===== config.mk =====
export PLATFORM = sky130hd
export DESIGN_NAME = iq_capture_packer
export DESIGN_NICKNAME = d
export VERILOG_FILES = /design/src/rtl/gps_capture_pkg.sv /design/src/rtl/sync_fifo_fwft.sv /design/src/rtl/iq_capture_packer.sv
export SDC_FILE = /design/constraint.sdc
export NUM_CORES = 1
export LEC_CHECK = 0
export BUFFER_PORTS_ARGS = -buffer_cell sky130_fd_sc_hd__buf_2
export CAP_MARGIN = 20
export CORE_ASPECT_RATIO = 2
export CORE_UTILIZATION = 45
export CTS_BUF_LIST = sky130_fd_sc_hd__clkbuf_2 sky130_fd_sc_hd__clkbuf_4 sky130_fd_sc_hd__clkbuf_8
export DETAILED_ROUTE_END_ITERATION = 7
export GPL_TIMING_DRIVEN = 0
export HOLD_SLACK_MARGIN = 0.1
export PLACE_DENSITY_LB_ADDON = 0.08
export REMOVE_ABC_BUFFERS = 1
export SLEW_MARGIN = 20
export SYNTH_ARGS = -nofsm -noshare
export SYNTH_HDL_FRONTEND = slang
export SYNTH_HIERARCHICAL = 1
export SYNTH_SLANG_ARGS = --single-unit

===== constraint.sdc =====
create_clock -name clk -period 4.25 [get_ports clk]
set_input_delay 0.2125 -clock clk [delete_from_list [all_inputs] [get_ports clk]]
set_output_delay 0.2125 -clock clk [all_outputs]
set_load 0.01 [all_outputs]

===== src/rtl/gps_capture_pkg.sv =====
// gps_capture_pkg: shared state type and field positions for the I/Q capture packer
package gps_capture_pkg;
  typedef enum logic [1:0] {IDLE, CAPTURE, DRAIN} state_e;
  localparam int SAMPLE_W = 3;
  localparam int PAIR_W = 2 * SAMPLE_W;
  localparam int PAIRS_PER_WORD = 5;
  localparam int PAYLOAD_W = PAIR_W * PAIRS_PER_WORD;
  localparam int WORD_W = 32;
  localparam int SEQ_LSB = 30;
  localparam int SEQ_W = WORD_W - SEQ_LSB;
  localparam int FIFO_W = WORD_W + 1;
endpackage


===== src/rtl/sync_fifo_fwft.sv =====
// sync_fifo_fwft: first-word-fall-through FIFO with synchronous flush
module sync_fifo_fwft import gps_capture_pkg::*; #(
  parameter int WIDTH = FIFO_W,
  parameter int DEPTH = 16
) (
  input  logic             clk,
  input  logic             reset,
  input  logic             flush,
  input  logic             push,
  input  logic [WIDTH-1:0] din,
  input  logic             pop,
  output logic [WIDTH-1:0] dout,
  output logic             full,
  output logic             empty
);
  localparam int AW = $clog2(DEPTH);
  logic [WIDTH-1:0] mem_q [DEPTH];
  logic [AW-1:0] wr_q, rd_q;
  logic [AW:0] cnt_q;
  logic wr_en, rd_en;
  assign empty = cnt_q == '0;
  assign full = cnt_q[AW];
  assign rd_en = pop && !empty;
  // a pop in the same cycle frees the slot, so a push into a full FIFO still lands
  assign wr_en = push && (!full || rd_en);
  assign dout = empty ? '0 : mem_q[rd_q];
  always_ff @(posedge clk)
    if (reset || flush) begin
      wr_q <= '0;
      rd_q <= '0;
      cnt_q <= '0;
    end else begin
      wr_q <= wr_q + AW'(wr_en);
      rd_q <= rd_q + AW'(rd_en);
      cnt_q <= cnt_q + (AW+1)'(wr_en) - (AW+1)'(rd_en);
    end
  always_ff @(posedge clk)
    if (wr_en) mem_q[wr_q] <= din;
endmodule


===== src/rtl/iq_capture_packer.sv =====
// iq_capture_packer: packs 3-bit I/Q pairs five per word and streams a triggered capture over AXI-Stream
module iq_capture_packer import gps_capture_pkg::*; #(
  parameter int FIFO_DEPTH = 16,
  parameter int LEN_W = 16
) (
  input  logic                clk,
  input  logic                reset,
  input  logic                sample_valid,
  input  logic [SAMPLE_W-1:0] real_in,
  input  logic [SAMPLE_W-1:0] imag_in,
  input  logic                start,
  input  logic                abort,
  input  logic [LEN_W-1:0]    capture_len,
  output logic [WORD_W-1:0]   m_axis_tdata,
  output logic                m_axis_tvalid,
  input  logic                m_axis_tready,
  output logic                m_axis_tlast,
  output logic                busy,
  output logic                done,
  output logic                overflow,
  output logic [LEN_W-1:0]    words_sent
);
  state_e state_q, state_d;
  logic [LEN_W-1:0] len_q, idx_q, sent_q;
  logic [2:0] pcnt_q;
  logic [PAYLOAD_W-1:0] pack_q;
  logic wv_q, ovf_q, done_q, done_d;
  logic empty, full, go, go_cap, take, last_pair, push, push_ok, pop, last_word;
  always_comb begin
    go = state_q == IDLE && start && !abort;
    go_cap = go && capture_len != '0;
    take = state_q == CAPTURE && sample_valid && !abort;
    last_pair = pcnt_q == 3'(PAIRS_PER_WORD - 1);
    push = state_q == CAPTURE && wv_q && !abort;
    push_ok = !full || m_axis_tready;
    pop = m_axis_tvalid && m_axis_tready;
    last_word = idx_q == len_q - LEN_W'(1);
    done_d = (go && capture_len == '0) || (state_q == DRAIN && pop && m_axis_tlast && !abort);
    state_d = abort ? IDLE
            : go_cap ? CAPTURE
            : (push && push_ok && last_word) ? DRAIN
            : (state_q == DRAIN && pop && m_axis_tlast) ? IDLE : state_q;
  end
  // the shift register doubles as the word holding register: the push reads it the cycle after completion
  always_ff @(posedge clk)
    if (reset) begin
      state_q <= IDLE;
      len_q <= '0;
      idx_q <= '0;
      sent_q <= '0;
      pcnt_q <= '0;
      pack_q <= '0;
      wv_q <= 1'b0;
      ovf_q <= 1'b0;
      done_q <= 1'b0;
    end else begin
      state_q <= state_d;
      done_q <= done_d;
      wv_q <= take && last_pair;
      if (take) pack_q <= {real_in, imag_in, pack_q[PAYLOAD_W-1:PAIR_W]};
      if (go_cap) begin
        len_q <= capture_len;
        idx_q <= '0;
        sent_q <= '0;
        pcnt_q <= '0;
        ovf_q <= 1'b0;
      end else begin
        if (pop) sent_q <= sent_q + LEN_W'(1);
        if (push && push_ok) idx_q <= idx_q + LEN_W'(1);
        if (push && !push_ok) ovf_q <= 1'b1;
        if (abort) pcnt_q <= '0;
        else if (take) pcnt_q <= last_pair ? '0 : pcnt_q + 3'd1;
      end
    end
  sync_fifo_fwft #(.WIDTH(FIFO_W), .DEPTH(FIFO_DEPTH)) u_fifo (
    .clk(clk),
    .reset(reset),
    .flush(abort && busy),
    .push(push),
    .din({last_word, idx_q[SEQ_W-1:0], pack_q}),
    .pop(pop),
    .dout({m_axis_tlast, m_axis_tdata}),
    .full(full),
    .empty(empty)
  );
  assign m_axis_tvalid = !empty;
  assign busy = state_q != IDLE;
  assign done = done_q;
  assign overflow = ovf_q;
  assign words_sent = sent_q;
endmodule


==> impl_metrics.env <==
export IMPL_timing_rr_end="u_fifo/mem_q[0][22]"
export IMPL_power_density_mw_per_mm2=477
export IMPL_ys_seq_area_share_pct=71.7
export IMPL_timing_rr_start="u_fifo/cnt_q[2]"
export IMPL_htreeDepth=3
export IMPL_yosys_warnings=6
export IMPL_cp_end_kind="flop"
export IMPL_async_flop_share_pct=0
export IMPL_dpl_cell_count=2225
export IMPL_grt_overflow_total=0
export IMPL_port_buffers=80
export IMPL_post_dp_hpwl_um=38400
export IMPL_worst_path_buf_inv=6
export IMPL_worstHoldEndpoint="len_q[3]"
export IMPL_clk_latency_ns=0.65
export IMPL_synth_cell_types=60
export IMPL_synth_area_leaders="edfxtp_1, mux4_2, dfxtp_1"
export IMPL_worstHoldStart="reset"
export IMPL_critPathTopFamily="simple AND/OR/NAND/NOR gates"
export IMPL_area_delta_synth_final_pct=17.5
export IMPL_clk_pin_slew_ns=0.06
export IMPL_vias_per_cell=5.72
export IMPL_ant_nets=0
export IMPL_synthesis_area_mm2=0.0249
export IMPL_fin_skew_ns=0.0172
export IMPL_grt_max_degree=56
export IMPL_vias=13800
export IMPL_crit_path_start="u_fifo/cnt_q[2]"
export IMPL_ys_seq_elements=627
export IMPL_tightest_slew_ns=0.975
export IMPL_period_needed_ns=3.97
export IMPL_rsz0062_at_grt="no"
export IMPL_die_h_um=334
export IMPL_synth_top_cell_by_area="edfxtp_1"
export IMPL_finalWirelength_um=60300
export IMPL_cpMaxStageDelayCell="or3_1"
export IMPL_min_path_type="input port to flop"
export IMPL_cts_sinks=627
export IMPL_initial_core_util_pct=45.6
export IMPL_grt_antenna_before_repair=1
export IMPL_timing_final_crit_share_pct=93.5
export IMPL_grtUsageTotal_pct=22.2
export IMPL_synth_edff_count=528
export IMPL_grt_pass1_vias=14600
export IMPL_drc=0
export IMPL_whs_ns=0.134
export IMPL_first_iter_violations=902
export IMPL_cp_cell_sequence="inv_1 -> ha_1 -> or4b_4 -> inv_1 -> nor2b_1 -> o21ai_0 -> or3_1 -> nor3_4 -> buf_6 -> buf_4 -> buf_6 -> buf_4"
export IMPL_ios=81
export IMPL_clock_fmax_mhz=252
export IMPL_worstPathMaxFanout=9
export IMPL_power_leakage_uw=0.00934
export IMPL_worstRegToRegCells=12
export IMPL_critPathArrivalTime_ns=4.32
export IMPL_cts_tree="yes"
export IMPL_status="finished, final reports clean"
export IMPL_finalSetupTns_ns=0
export IMPL_clk_path_buf_depth=3
export IMPL_slew_headroom_pct=34.1
export IMPL_dpl_cell_area_mm2=0.0271
export IMPL_critPathLaunchType="flop"
export IMPL_rrSetupSlack_ns=0.28
export IMPL_drv_cap=0
export IMPL_setup_viol=0
export IMPL_post_route_cell_area_mm2=0.0292
export IMPL_syn_area_per_cell_um2=16.7
export IMPL_min_path_cells=2
export IMPL_die_w_um=168
export IMPL_grt_first_pass_wirelength_um=90700
export IMPL_finalNonFillerCells=2418
export IMPL_synth_top_area_share_pct=63.8
export IMPL_drive_gt1_share_pct=24.5
export IMPL_crit_type="flop to flop"
export IMPL_critPathRequiredTime_ns=4.59
export IMPL_finalNetCount=1713
export IMPL_wl_per_cell_um=24.9
export IMPL_ys_flop_type="edfxtp_1"
export IMPL_syn_inst=1486
export IMPL_coreArea_mm2=0.0545
export IMPL_root_buffer="clkbuf_8"
export IMPL_dieArea_mm2=0.0562
export IMPL_gp_congestion=0.807
export IMPL_hold_viol=0
export IMPL_cts_buffers=85
export IMPL_firstDrtPassIters=5
export IMPL_postCtsSetupRepairBufs=0
export IMPL_ir_drop_v=0.000414
export IMPL_critPathMaxStageDelay_ns=0.59
export IMPL_finalMaxSlewViolations=0
export IMPL_placementRows=121
export IMPL_p_total_uw=13900
## metal layers
layer  global-route usage [%]  wire, µm
met5                        0         0
met2                     42.0     33500
met3                     3.09      2340
met4                     7.93      1660
met1                     25.2     22800
## synth_stat cells, types with 7 or more instances
master,instances
a21oi_1,39
a22oi_1,64
and3_1,7
buf_2,24
buf_4,8
clkbuf_1,42
dfxtp_1,99
edfxtp_1,528
ha_1,15
inv_1,21
mux2i_1,81
mux4_2,100
nand2_1,114
nand3_1,57
nor2_1,85
nor3_1,14
o211ai_1,34
o21ai_0,7
xnor2_1,25
xor2_1,30
## registers in the layout (all words and copies together), names as in the netlist, 3 cells and up
name	count
idx_q	16
len_q	16
pack_q	30
pcnt_q	3
u_fifo/cnt_q	5
u_fifo/mem_q	528
u_fifo/rd_q	4
u_fifo/wr_q	4
words_sent	16
## worst max path at each step
stage | end | cells after the start
finish | u_fifo/mem_q[0][22] | 12
global route | u_fifo/mem_q[0][14] | 12
CTS | u_fifo/mem_q[0][22] | 12
detailed placement | u_fifo/mem_q[0][24] | 12
global placement | done | 6
floorplan | done | 6
## per-stage QoR
step	setup slack, ns	utilization, %
after floorplan	-3.66	-
after global placement	-7.14	47.2
after detailed placement	-0.00584	49.7
after CTS	0.180	53.6
after global routing	0.0499	53.6
final	0.275	53.6
## kinds of logic (layout without fill, tap and decap cells)
family / Yosys count / after routing / synth area share [%]
xor+xnor: 55 / 55 / 1.94
fa+ha+maj: 16 / 16 / 0.835
flops: 627 / 627 / 71.7
mux: 183 / 183 / 12.4
buf+inv: 103 / 358 / 1.95
other cells: 0 / 1 / 0
compound gates: 163 / 163 / 4.61
simple gates: 339 / 339 / 6.51
## cell usage in the layout, fill, tap and decap left out, types with 14 or more instances in the layout
| cell type | instances |
|---|---|
| xnor2_1 | 25 |
| clkinv_1 | 19 |
| buf_2 | 79 |
| clkbuf_4 | 26 |
| dfxtp_1 | 96 |
| buf_16 | 29 |
| edfxtp_1 | 528 |
| xor2_1 | 30 |
| mux4_2 | 100 |
| inv_1 | 21 |
| clkbuf_8 | 92 |
| a22oi_1 | 64 |
| a21oi_1 | 39 |
| buf_4 | 18 |
| mux2i_1 | 81 |
| nand3_1 | 56 |
| dlygate4sd3_1 | 33 |
| ha_1 | 15 |
| nor2_1 | 71 |
| nand2_1 | 114 |
| nor2_4 | 14 |
| o211ai_1 | 34 |
## power breakdown
part | internal, µW | leakage, µW | switching, µW
Sequential | 6620 | 0.00557 | 164
Combinational | 1150 | 0.00285 | 1300
Clock | 2480 | 0.000923 | 2220
Total | 10300 | 0.00934 | 3680
## area by class of cell
type,instances,area [µm²]
diodes,1,2.50
clock buffers,118,1460
clock inverters,41,295
fillers,4385,25300
inverters,21,78.8
multi-input cells,756,6700
flip-flops and latches,627,17800
well taps,676,846
repair buffers,178,1970
## what timing repair did
action	4_1_cts	5_1_grt
gates resized for setup	1	0
hold buffers	33	0
endpoints found under the hold margin	32	0
endpoints found under the setup margin	7	0
(Power assumes the default switching activity.)
